--- src/rtl/aes_decipher_block.sv ---
// -----------------------------------------------------------------------------
// aes_decipher_block
//
// Iterative AES inverse cipher datapath. One 128-bit ciphertext block is
// turned into its plaintext, one round every 5 cycles. Each round uses four
// single-word InvSubBytes cycles through a shared external 32-bit inverse
// S-box, then one cycle that combines AddRoundKey, InvMixColumns and the
// InvShiftRows of the following round.
//
// Byte order follows FIPS-197: byte 0 is [127:120]. Word 0 ([127:96]) is
// column 0 and word 3 ([31:0]) is column 3.
//
// Parameters:
//   NUM_ROUNDS   number of AES rounds: 10, 12 or 14 (AES-128/192/256)
//
// Ports:
//   clk_i        clock, all state changes on the rising edge
//   rst_i        synchronous reset, active-high
//   next_i       start request, accepted only while idle
//   round_o      current round index, selects round_key_i in the key memory
//   round_key_i  round key for round_o, valid in the same cycle
//   inv_sbox_o   word sent to the external inverse S-box, 0 outside SBOX
//   inv_sbox_i   byte-wise InvSubBytes of inv_sbox_o, combinational
//   block_i      ciphertext, sampled only in the INIT cycle
//   new_block_o  working state / plaintext result
//   ready_o      1 = idle and new_block_o holds a valid result
//
// Optional build macro:
//   AES_DEC_OUTPUT_MASK_EN  when defined, new_block_o reads as 128'h0 while
//                           ready_o is low, so intermediate round state is
//                           never visible outside the block. Datapath and
//                           timing are identical in both builds.
// -----------------------------------------------------------------------------
module aes_decipher_block #(
    parameter int NUM_ROUNDS = 10
) (
    input  logic         clk_i,
    input  logic         rst_i,
    input  logic         next_i,
    output logic [3:0]   round_o,
    input  logic [127:0] round_key_i,
    output logic [31:0]  inv_sbox_o,
    input  logic [31:0]  inv_sbox_i,
    input  logic [127:0] block_i,
    output logic [127:0] new_block_o,
    output logic         ready_o
);

    localparam logic [3:0] LAST_ROUND = 4'(NUM_ROUNDS);

    typedef enum logic [1:0] {
        IDLE = 2'd0,
        INIT = 2'd1,
        SBOX = 2'd2,
        MAIN = 2'd3
    } state_t;

    state_t         state_r;
    logic [3:0]     round_r;
    logic [1:0]     word_r;
    logic [127:0]   block_r;
    logic [31:0]    sbox_word_r;
    logic           ready_r;

    logic [127:0]   init_block_s;
    logic [127:0]   ark_block_s;
    logic [127:0]   round_block_s;
    logic [127:0]   sbox_block_s;
    logic [31:0]    next_sbox_word_s;

    // -------------------------------------------------------------------------
    // GF(2^8) helpers (AES polynomial x^8 + x^4 + x^3 + x + 1)
    // -------------------------------------------------------------------------
    function automatic logic [7:0] gf_xtime(input logic [7:0] b);
        return {b[6:0], 1'b0} ^ (b[7] ? 8'h1b : 8'h00);
    endfunction

    // InvMixColumns on one column; coefficients 0e/0b/0d/09 are built from
    // the x2/x4/x8 doubling chain so only xtime and XOR gates are needed.
    function automatic logic [31:0] inv_mix_column(input logic [31:0] col);
        logic [7:0] a   [4];
        logic [7:0] m9  [4];
        logic [7:0] m11 [4];
        logic [7:0] m13 [4];
        logic [7:0] m14 [4];
        logic [7:0] x2;
        logic [7:0] x4;
        logic [7:0] x8;
        for (int i = 0; i < 4; i++) begin
            a[i]   = col[31 - 8*i -: 8];
            x2     = gf_xtime(a[i]);
            x4     = gf_xtime(x2);
            x8     = gf_xtime(x4);
            m9[i]  = x8 ^ a[i];
            m11[i] = x8 ^ x2 ^ a[i];
            m13[i] = x8 ^ x4 ^ a[i];
            m14[i] = x8 ^ x4 ^ x2;
        end
        return {m14[0] ^ m11[1] ^ m13[2] ^ m9[3],
                m9[0]  ^ m14[1] ^ m11[2] ^ m13[3],
                m13[0] ^ m9[1]  ^ m14[2] ^ m11[3],
                m11[0] ^ m13[1] ^ m9[2]  ^ m14[3]};
    endfunction

    function automatic logic [127:0] inv_mix_columns(input logic [127:0] s);
        logic [127:0] r;
        r = 128'h0;
        for (int c = 0; c < 4; c++) begin
            r[127 - 32*c -: 32] = inv_mix_column(s[127 - 32*c -: 32]);
        end
        return r;
    endfunction

    // Row r is rotated right by r columns: out[row][c] = in[row][(c - row) mod 4].
    function automatic logic [127:0] inv_shift_rows(input logic [127:0] s);
        logic [127:0] r;
        r = 128'h0;
        for (int c = 0; c < 4; c++) begin
            for (int row = 0; row < 4; row++) begin
                r[127 - 8*(4*c + row) -: 8] =
                    s[127 - 8*(4*((c - row + 4) % 4) + row) -: 8];
            end
        end
        return r;
    endfunction

    // -------------------------------------------------------------------------
    // Combinational datapath
    // -------------------------------------------------------------------------

    // Round-level transforms: the initial AddRoundKey of the last round key
    // and the combined AddRoundKey/InvMixColumns/InvShiftRows round update.
    always_comb begin
        init_block_s  = inv_shift_rows(block_i ^ round_key_i);
        ark_block_s   = block_r ^ round_key_i;
        round_block_s = inv_shift_rows(inv_mix_columns(ark_block_s));
    end

    // Substitute the S-box result into the word currently being processed.
    always_comb begin
        sbox_block_s = block_r;
        case (word_r)
            2'd0:    sbox_block_s[127:96] = inv_sbox_i;
            2'd1:    sbox_block_s[95:64]  = inv_sbox_i;
            2'd2:    sbox_block_s[63:32]  = inv_sbox_i;
            2'd3:    sbox_block_s[31:0]   = inv_sbox_i;
            default: sbox_block_s         = block_r;
        endcase
    end

    // The word presented to the S-box next cycle. Word w+1 is not touched by
    // the current write, so it can be taken from the register as it stands;
    // after word 3 the S-box port goes quiet for the MAIN cycle.
    always_comb begin
        next_sbox_word_s = 32'h0;
        case (word_r)
            2'd0:    next_sbox_word_s = block_r[95:64];
            2'd1:    next_sbox_word_s = block_r[63:32];
            2'd2:    next_sbox_word_s = block_r[31:0];
            2'd3:    next_sbox_word_s = 32'h0;
            default: next_sbox_word_s = 32'h0;
        endcase
    end

    // -------------------------------------------------------------------------
    // Control FSM and working registers
    // -------------------------------------------------------------------------

    // Sequencer: IDLE -> INIT -> (SBOX x4 -> MAIN) x NUM_ROUNDS -> IDLE.
    always_ff @(posedge clk_i) begin
        if (rst_i) begin
            state_r     <= IDLE;
            round_r     <= 4'd0;
            word_r      <= 2'd0;
            block_r     <= 128'h0;
            sbox_word_r <= 32'h0;
            ready_r     <= 1'b1;
        end else begin
            case (state_r)
                IDLE: begin
                    if (next_i) begin
                        round_r <= LAST_ROUND;
                        ready_r <= 1'b0;
                        state_r <= INIT;
                    end
                end

                INIT: begin
                    block_r     <= init_block_s;
                    round_r     <= LAST_ROUND - 4'd1;
                    word_r      <= 2'd0;
                    // Preload word 0 of the freshly computed state so the
                    // S-box port is registered and valid on SBOX entry.
                    sbox_word_r <= init_block_s[127:96];
                    state_r     <= SBOX;
                end

                SBOX: begin
                    block_r     <= sbox_block_s;
                    word_r      <= word_r + 2'd1;
                    sbox_word_r <= next_sbox_word_s;
                    if (word_r == 2'd3) begin
                        state_r <= MAIN;
                    end
                end

                MAIN: begin
                    if (round_r != 4'd0) begin
                        block_r     <= round_block_s;
                        round_r     <= round_r - 4'd1;
                        word_r      <= 2'd0;
                        sbox_word_r <= round_block_s[127:96];
                        state_r     <= SBOX;
                    end else begin
                        // Final AddRoundKey: no InvMixColumns in the last round.
                        block_r     <= ark_block_s;
                        ready_r     <= 1'b1;
                        state_r     <= IDLE;
                    end
                end

                default: begin
                    state_r     <= IDLE;
                    round_r     <= 4'd0;
                    word_r      <= 2'd0;
                    sbox_word_r <= 32'h0;
                    ready_r     <= 1'b1;
                end
            endcase
        end
    end

    // -------------------------------------------------------------------------
    // Outputs
    // -------------------------------------------------------------------------
    assign round_o    = round_r;
    assign inv_sbox_o = sbox_word_r;
    assign ready_o    = ready_r;

`ifdef AES_DEC_OUTPUT_MASK_EN
    // Only a finished result is allowed out of the block.
    assign new_block_o = ready_r ? block_r : 128'h0;
`else
    assign new_block_o = block_r;
`endif

endmodule

--- config.mk ---
export PLATFORM = sky130hd
export DESIGN_NAME = aes_decipher_block
export DESIGN_NICKNAME = d
export VERILOG_FILES = /design/src/rtl/aes_decipher_block.sv
export SDC_FILE = /design/constraint.sdc
export NUM_CORES = 1
export LEC_CHECK = 0
export ABC_AREA = 1
export CELL_PAD_IN_SITES_DETAIL_PLACEMENT = 0
export CELL_PAD_IN_SITES_GLOBAL_PLACEMENT = 2
export CORE_UTILIZATION = 37
export DETAILED_ROUTE_END_ITERATION = 6
export DONT_BUFFER_PORTS = 1
export PLACE_DENSITY_LB_ADDON = 0.3
export SYNTH_ARGS = -nofsm -noshare
export SYNTH_HDL_FRONTEND = slang
export SYNTH_SLANG_ARGS = --single-unit
export TNS_END_PERCENT = 20
--- constraint.sdc ---
create_clock -name clk_i -period 4.9 [get_ports clk_i]
set_input_delay 0.98 -clock clk_i [delete_from_list [all_inputs] [get_ports clk_i]]
set_output_delay 0.98 -clock clk_i [all_outputs]
set_load 0.005 [all_outputs]
## Word level (Yosys, flattened, before mapping)

Index checks and enable logic that the tools add are counted.

| word-level totals | value |
|---|---|
| register bits | 169 |
| latch bits | 0 |
| RAM bits | 0 |
| bits in read-only memories | 0 |
| output and inout bits | 165 |
| word-level logic and storage cells | 301 |
| memories | 0 |

| operators by class | value |
|---|---|
| $add $sub $neg | 2 |
| $mul | 0 |
| div/mod/pow operators | 0 |
| $lt $le $gt $ge | 0 |
| equal/unequal tests | 13 |
| shift-type cells | 0 |
| mux-type cells | 69 |
| bitwise operators | 194 |
| reductions and logical operators | 14 |

Operators with widths:

| cell | count |
|---|---|
| 8-bit XOR | 144 |
| 128-bit one-hot mux with 3 select lines | 1 |
| 8-bit by 5-bit XOR with 8-bit output | 48 |
| 128-bit XOR | 2 |
| 5-bit two-way mux | 48 |
| 32-bit two-way mux | 5 |
| 128-bit two-way mux | 1 |
| 32-bit one-hot mux with 4 select lines | 1 |
| 32-bit one-hot mux with 3 select lines | 1 |
| 2-bit inequality test, second input constant | 7 |
| 4-bit one-hot mux with 3 select lines | 1 |
| 2-bit AND reduction | 6 |
| 2-bit equality test, second input constant | 4 |
| 2-bit two-way mux | 4 |
| 4-bit two-way mux | 2 |
| 2-bit one-hot mux with 4 select lines | 1 |
| 2-bit one-hot mux with 3 select lines | 1 |
| 3-bit AND reduction | 2 |
| 3-bit nonzero test | 2 |
| 2-bit by 1-bit equality test with 1-bit output, second input constant | 2 |
| 2-bit logical NOT | 2 |
| 4-bit nonzero test | 1 |
| 4-bit by 1-bit subtractor with 4-bit output, second input constant | 1 |
| 2-bit by 1-bit adder with 2-bit output, second input constant | 1 |
| 3 further kinds | 4 |

## Logic depth before layout (Yosys ltp)

Gate-level depths: netlist (run 1).

| logic depth | value |
|---|---|
| word-level depth | 14 |
| mapped depth | 20 |
| gate-level depth less buffers | 20 |

## Worst setup path before layout (run 1)

Ideal clock, no wire load.

| timing path | value |
|---|---|
| path kind | input to register |
| start point | input round_key_i[36] |
| end point | register block_r[23] (netlist: new_block_o[23]) |
| library setup time | 0.070 ns |
| arrival | 2.607 ns |
| required time | 4.830 ns |
| path slack | 2.222 ns |
| stages on the path | 10 |
| buffers on the path | 0 |
| path through | xnor2_1 > xnor2_1 > xor2_1 > xor2_1 > inv_1 > nand2_1 > nand3_1 > nand3_1 > nand3_1 > a21oi_1 |

| between the ends | value |
|---|---|
| longest elaborated chain between the ends | 9 |

Ends and longest elaborated chain:

| what | RTL line | text |
|---|---|---|
| from (decl) | 41 | `input logic [127:0] round_key_i,` |
| 128-bit XOR | 135 | `ark_block_s = block_r ^ round_key_i;` |
| 8-bit by 5-bit XOR with 8-bit output (3 in a row) | 75 | `return {b[6:0], 1'b0} ^ (b[7] ? 8'h1b : 8'h00);` |
| 8-bit XOR (2 in a row) | 96 | `m13[i] = x8 ^ x4 ^ a[i];` |
| 8-bit XOR | 100 | `m9[0] ^ m14[1] ^ m11[2] ^ m13[3],` |
| 128-bit two-way mux | 208 | `if (round_r != 4'd0) begin` |
| 128-bit one-hot mux with 3 select lines | 179 | `case (state_r)` |
| to (signal assigned) | 189 | `block_r <= init_block_s;` |
| to (signal assigned) | 209 | `block_r <= round_block_s;` |
| to (signal assigned) | 216 | `block_r <= ark_block_s;` |
| to (decl) | 61 | `logic [127:0] block_r;` |

Every way passes these cells.
A chain may end at the register's enable or synchronous reset.

## Final worst setup path (run 1)

| timing path | value |
|---|---|
| start point | register block_r[45] (netlist: new_block_o[45]) |
| end point | register block_r[17] (netlist: new_block_o[17]) |

| between the ends | value |
|---|---|
| longest elaborated chain between the ends | 11 |

Ends and longest elaborated chain:

| what | RTL line | text |
|---|---|---|
| from (signal assigned) | 189 |  |
| from (signal assigned) | 199 | `block_r <= sbox_block_s;` |
| from (signal assigned) | 209 |  |
| 128-bit XOR | 135 |  |
| 8-bit by 5-bit XOR with 8-bit output (2 in a row) | 75 |  |
| 5-bit two-way mux | 75 |  |
| 8-bit by 5-bit XOR with 8-bit output | 75 |  |
| 8-bit XOR (2 in a row) | 95 | `m11[i] = x8 ^ x2 ^ a[i];` |
| 8-bit XOR (2 in a row) | 100 |  |
| 128-bit two-way mux | 208 |  |
| 128-bit one-hot mux with 3 select lines | 179 |  |

Every way passes these cells.

==> results by group, run 1 <==
Status
  – Outcome: complete, no violations

Floorplanning
  – Die height: 271 um
  – Chip width: 271 um
  – Core outline area: 71500 um2
  – DIE AREA: 73300 um2
  – # rows: 98
  – Starting Density: 0.374
  – I/O pin count: 456

Final layout
  – Multi-input logic area: 21300 um2
  – Register area: 3390 um2
  – Area Growth Syn to Fin: 6.73%
  – Share of layout cells above drive strength 1: 0.0527
  – Fill count: 8170
  – Final net count: 4839
  – Most frequent cells in the layout: nand2_1 (1761), xor2_1 (468), nand3_1 (422)
  – Commonest non-fill, non-tap cell in the layout: nand2_1

Global route
  – Global Route met3 Usage: 0.129
  – Largest net degree at the start of global routing: 65
  – Vias in the first global route: 27700
  – Initial antenna violation count: 8
  – M1 GR Usage: 0.506
  – Most used routing layer: met2
  – Total GRT Usage: 0.405
  – Grt met2 use: 0.626
  – GR Overflow Total: 0
  – First-pass GRT wire length: 211 mm

Logic synthesis
  – Flops & latches, synth: 169
  – Top cells by area, synth: nand2_1 (25%), xor2_1 (15%), dfxtp_1 (13%)
  – Leading area contributor after synthesis: nand2_1
  – Warnings, synthesis: 0
  – Syn_area_per_cell: 5.82 um2
  – Synth top area share: 0.247
  – Main synth FF type: dfxtp_1
  – Post-synth EDFFs: 0
  – Net Count, Synth: 4887
  – Synth Instances: 4590
  – Distinct cells, synth: 44
  – Async SR Flop Fraction: 0
  – Register area share after synthesis: 0.127
  – Cell Area, Synth: 26700 um2

Critical path
  – Required @ worst endpoint: 5370 ps
  – CP max stage cell: xor2_1
  – CP peak stage delay: 840 ps
  – Most frequent CP cell: nand2_1
  – Worst setup SP type: register
  – Crit path max fanout: 11
  – Arrival @ worst endpoint: 3790 ps
  – Path type of the worst setup path: register to register
  – CP endpoint kind: register
  – CP bufs+invs: 0
  – Crit-path leading delay family: XOR/XNOR gates
  – Cells along the critical path: xor2_1 -> nand2_1 -> nand2_1 -> xor2_2 -> xor2_1 -> o21ai_0 -> nand3b_1 -> nand3_1 -> nand2_1 -> nand2_1 -> a21oi_1

Drt
  – Antenna-violating nets left: 0
  – Drt first pass iters: 6
  – Total number of vias: 30500
  – Vias per cell: 5.53
  – DRT iter0 DRCs: 3269
  – DRC: 0
  – DRT Wirelength: 153 mm
  – Routed len/inst: 27.8 um

Hold path
  – Worst hold path class: register to register

Flow run
  – Max Cap Violations: 0

Pwr
  – Final Power: 17.5 mW
  – Cell area power density: 615 nW/um2
  – Peak supply drop: 0.000267 V
  – Pleak: 14.5 nW

STA
  – RSZ-0062 raised after global routing: false
  – # setup viols final: 0
  – Final critical-path share of the clock period: 0.678
  – Final Max Tran Viols: 0
  – Worst-margin pin slew: 1230 ps
  – Setup Skew: 24.6 ps
  – Max_slew headroom: 0.183
  – Min cycle time layout: 3320 ps
  – Setup tns final: 0 ps
  – Final Hold Fails: 0
  – Peak Freq: 301 MHz

Placement
  – Dpl hpwl: 126 mm
  – Placer Congestion: 0.999
  – # port buffers: 0

Clock network
  – CTS Hold Bufs: 0
  – Resized Gates After CTS: 0
  – CTS root buffer: clkbuf_16
  – Clk slew on worst S/H paths: 100 ps
  – Worst-Skew Late Latency: 530 ps
  – Post-CTS Repair Setup Buffers: 0
  – TritonCTS Buffers: 17
  – H-tree depth: 4
  – TritonCTS clock tree: built
  – Clock Path Buffers: 2
  – # clock sinks: 169
-- Yosys cell counts (5+ instances only) --
cell type and n:
xnor2_1 319, a21boi_0 17, dfxtp_1 169, a211oi_1 5, nand4_1 18, ha_1 6
buf_1 11, nor2_1 137, or2_1 6, xnor2_2 35, o21ai_0 208, nand2_4 5
o211ai_1 13, or2_2 18, a41oi_1 5, inv_1 415, clkbuf_1 97, nor3_1 27
a221oi_1 26, a21oi_1 238, xor2_1 468, buf_2 9, o21ai_1 10, nand2_2 58
nand3_1 422, nand3b_1 26, nand2b_1 6, nand2_1 1761, xor2_2 25
-- report_power, final --
| part | switching, mW | internal (mW) |
|---|---|---|
| registers | 0.633 | 1.62 |
| clock network | 0.776 | 0.721 |
| logic | 9.50 | 4.29 |
-- worst reg2reg max path, delay by kind of cell (launching register included) --
family | cells | cell delay (ps)
xor+xnor | 3 | 1450
simple gates | 6 | 810
flops | 1 | 720
compound gates | 2 | 280
-- state kept, by name, summed over array words and instances, names as in the netlist --
name,flops
round_o,4
word_r,2
state_r,2
ready_o,1
new_block_o,128
inv_sbox_o,32
-- through the flow --
step	hold slack [ps]	worst slack, ps	cell area [um2]	instances	utilization
finish	516	1580	28500	5512	0.399
detailed placement	494	1330	27900	5473	0.391
CTS	505	1580	28500	5505	0.399
floorplan	471	2220	26700	4590	-
global route	524	1350	28500	5509	0.399
global placement	488	1250	27900	5473	0.391
-- layout make-up --
class	count	share of cell area
Multi-Input combinational cell	3883	0.749
Sequential cell	169	0.119
Antenna cell	7	0.000614
Timing Repair Buffer	51	0.0147
Tap cell	950	0.0417
Clock inverter	12	0.00404
Inverter	420	0.0556
Clock buffer	20	0.0157
-- layer usage --
| layer | wire, um | share of wire | vias to the layer above |
|---|---|---|---|
| met4 | 7930 | 0.052 | 6 |
| met1 | 61400 | 0.40 | 14200 |
| met3 | 17700 | 0.12 | 267 |
| li1 | - | - | 14400 |
| met5 | 47 | 0.00031 | - |
| met2 | 66000 | 0.43 | 1633 |
-- cell families after synthesis --
| family | Yosys count | share of synthesized area |
|---|---|---|
| compound gates | 540 | 0.111 |
| fa+ha+maj | 6 | 0.00281 |
| flops | 169 | 0.127 |
| simple gates | 2487 | 0.386 |
| buf+inv | 538 | 0.0763 |
| xor+xnor | 850 | 0.298 |
-- path summary, 6_finish.rpt --
kind                                       from               to  slack (ps)  cells after the start
worst max-delay path            new_block_o[45]  new_block_o[17]        1580                     11
worst min-delay path                  word_r[1]        word_r[1]         520                      2
worst max register to register  new_block_o[45]  new_block_o[17]        1580                     11
worst min register to register        word_r[1]        word_r[1]         520                      2
(Power assumes the default switching activity.)
==> run 2, diff against run 1 <==
- CORE_UTILIZATION: 37 -> 31
- clock period: 4.9 -> 2.9 ns (I/O delays scaled with it)
==> run 2 against run 1 <==
Net effect:
- utilization down 2.7 points
- sequential power up 58%
- final area up 11%
- setup slack worse by 1500 ps
- flip-flop and latch count unchanged
- count of clock-buffer cells in the layout unchanged
- clock power up 86%
- global-route usage down 3.7 points
- critical endpoint is now new_block_o[37]
==> results by group, run 2 (same netlist as run 1, synthesis figures left out) <==
STA
  – Peak Freq: 358 MHz (was 301 MHz)
  – Max_slew headroom: 0.389 (was 0.183)
  – Min cycle time layout: 2790 ps (was 3320 ps)
  – # setup viols final: 0 (unchanged)
  – Worst-margin pin slew: 914 ps (was 1230 ps)
  – Final Max Tran Viols: 0 (unchanged)
  – RSZ-0062 raised after global routing: true (was false)
  – Setup tns final: 0 ps (unchanged)
  – Final Hold Fails: 0 (unchanged)
  – Final critical-path share of the clock period: 0.962 (was 0.678)
  – Setup Skew: 16.5 ps (was 24.6 ps)

Drt
  – Total number of vias: 31400 (was 30500)
  – Routed len/inst: 27.0 um (was 27.8 um)
  – DRT Wirelength: 164 mm (was 153 mm)
  – Drt first pass iters: 6 (unchanged)
  – DRT iter0 DRCs: 3235 (was 3269)
  – Vias per cell: 5.18 (was 5.53)
  – DRC: 0 (unchanged)
  – Antenna-violating nets left: 0 (unchanged)

Clock network
  – H-tree depth: 4 (unchanged)
  – TritonCTS clock tree: built (unchanged)
  – Post-CTS Repair Setup Buffers: 0 (unchanged)
  – Worst-Skew Late Latency: 540 ps (was 530 ps)
  – # clock sinks: 169 (unchanged)
  – CTS root buffer: clkbuf_16 (unchanged)
  – Clk slew on worst S/H paths: 90 ps (was 100 ps)
  – TritonCTS Buffers: 17 (unchanged)
  – Clock Path Buffers: 2 (unchanged)

Floorplanning
  – Die height: 296 um (was 271 um)
  – DIE AREA: 87300 um2 (was 73300 um2)
  – Starting Density: 0.313 (was 0.374)
  – Chip width: 296 um (was 271 um)
  – I/O pin count: 456 (unchanged)
  – Core outline area: 85300 um2 (was 71500 um2)
  – # rows: 107 (was 98)

Final layout
  – Area Growth Syn to Fin: 18.6% (was 6.73%)
  – Most frequent cells in the layout: nand2_1 (1760), xor2_1 (468), nand3_1 (422) (was nand2_1 (1761), xor2_1 (468), nand3_1 (422))
  – Commonest non-fill, non-tap cell in the layout: nand2_1 (unchanged)
  – Fill count: 9634 (was 8170)
  – Post-route insts no fill: 6071 (was 5512)
  – Final net count: 5206 (was 4839)
  – Final Util: 0.371 (was 0.399)
  – Max reg flops: 128 (unchanged)
  – Share of layout cells above drive strength 1: 0.125 (was 0.0527)

Pwr
  – P_int: 13.2 mW (was 6.63 mW)
  – Sequential power share: 0.109 (was 0.128)
  – Peak supply drop: 0.000587 V (was 0.000267 V)
  – P_sw: 19.3 mW (was 10.9 mW)
  – Cell area power density: 1030 nW/um2 (was 615 nW/um2)
  – Net Sw Frac: 0.595 (was 0.622)
  – Pleak: 16.3 nW (was 14.5 nW)
  – Comb pwr share: 0.805 (was 0.786)
  – Clock power share: 0.086 (was 0.085)

Global route
  – Largest net degree at the start of global routing: 85 (was 65)
  – Total GRT Usage: 0.368 (was 0.405)
  – GR Overflow Total: 0 (unchanged)
  – Vias in the first global route: 29100 (was 27700)
  – Initial antenna violation count: 7 (was 8)
  – First-pass GRT wire length: 223 mm (was 211 mm)

Critical path
  – CP peak stage delay: 570 ps (was 840 ps)
  – CP bufs+invs: 1 (was 0)
  – Required @ worst endpoint: 3360 ps (was 5370 ps)
  – Most frequent CP cell: nand2_1 (unchanged)
  – Cells along the critical path: xnor2_1 -> nand3_1 -> nand2_2 -> inv_1 -> nand2_1 -> nand2_1 -> nand2_1 -> nand2_1 -> nand2_1 -> nand2_1 -> nand2_1 -> nand3_1 -> nand2_1 -> nand2_1 -> a21oi_1 (was xor2_1 -> nand2_1 -> nand2_1 -> xor2_2 -> xor2_1 -> o21ai_0 -> nand3b_1 -> nand3_1 -> nand2_1 -> nand2_1 -> a21oi_1)
  – Arrival @ worst endpoint: 3260 ps (was 3790 ps)
  – Path type of the worst setup path: register to register (unchanged)
  – Crit path max fanout: 5 (was 11)
  – CP endpoint kind: register (unchanged)
  – Worst setup SP type: register (unchanged)
  – Crit-path leading delay family: simple AND/OR/NAND/NOR gates (was XOR/XNOR gates)
  – CP max stage cell: xnor2_1 (was xor2_1)

Flow run
  – Max Cap Violations: 0 (unchanged)

Hold path
  – Worst hold path class: input pin to register (was register to register)

Placement
  – # port buffers: 0 (unchanged)
  – Placer Congestion: 1.00 (was 0.999)
  – Placed cells: 6034 (was 5473)
  – Dpl hpwl: 138 mm (was 126 mm)

Status
  – Outcome: complete, no violations (unchanged)
[run 2: changes by cell type in the layout (fill, tap and decap cells not counted), moves of 3 or more]
cell	previous run	this run
buf_12	3	10
buf_4	48	408
dfxtp_2	0	5
dfxtp_1	168	163
clkinvlp_4	3	0
[run 2: routing by layer]
layer	up-vias	track usage	wire (um)	share of wire
met3	251	0.0880	15200	0.093
met5	-	0	0	0
li1	15100	-	-	-
met1	14600	0.475	69500	0.42
met2	1476	0.573	70800	0.43
met4	0	0.175	8710	0.053
[run 2: path summary, 6_finish.rpt]
| path | startpoint | endpoint | slack, ps | cells after the start |
|---|---|---|---|---|
| setup / recovery | new_block_o[22] | new_block_o[37] | 110 | 15 |
| hold / removal | rst_i | new_block_o[21] | 120 | 1 |
| setup reg to reg | new_block_o[22] | new_block_o[37] | 110 | 15 |
| hold reg to reg | round_o[3] | round_o[3] | 510 | 2 |
[run 2: timing repair]
item | 4_1_cts | 5_1_grt
resized for setup | 0 | 8
endpoints found under the setup margin | 0 | 10
hold buffers | 0 | 0
[run 2: cell type report]
type,instances,area [um2],share of cell area
Timing Repair Buffer,418,3260,0.103
Clock inverter,12,149,0.00470
Clock buffer,20,478,0.0151
Multi-Input combinational cell,3883,21400,0.675
Tap cell,1144,1430,0.0452
Sequential cell,169,3390,0.107
Antenna cell,5,12.5,0.000395
Inverter,420,1580,0.0500
[run 2: worst reg2reg max path, delay by kind of cell, from the launching register on]
| kind | cells | cell delay [ps] |
|---|---|---|
| simple gates | 12 | 1440 |
| xor+xnor | 1 | 570 |
| flops | 1 | 510 |
| compound gates | 1 | 120 |
| buf+inv | 1 | 80 |
[run 2: per-stage QoR]
stage	total power, mW	cell area, um2	setup WS (ps)	hold slack, ps
CTS	32.0	31600	123	86.5
global route	34.7	31700	-3.34	111
global placement	29.1	31000	-37.9	493
finish	32.5	31700	109	122
floorplan	19.3	26700	622	471
detailed placement	29.1	31000	47.2	488
[run 2: power groups by stage]
stage	Combinational (mW)	Sequential, mW	Clock (mW)
after floorplan	16.1	3.27	0
after global placement	25.6	3.57	0
after detailed placement	25.5	3.57	0
after CTS	25.7	3.51	2.79
after global routing	28.3	3.57	2.84
final	26.2	3.55	2.79
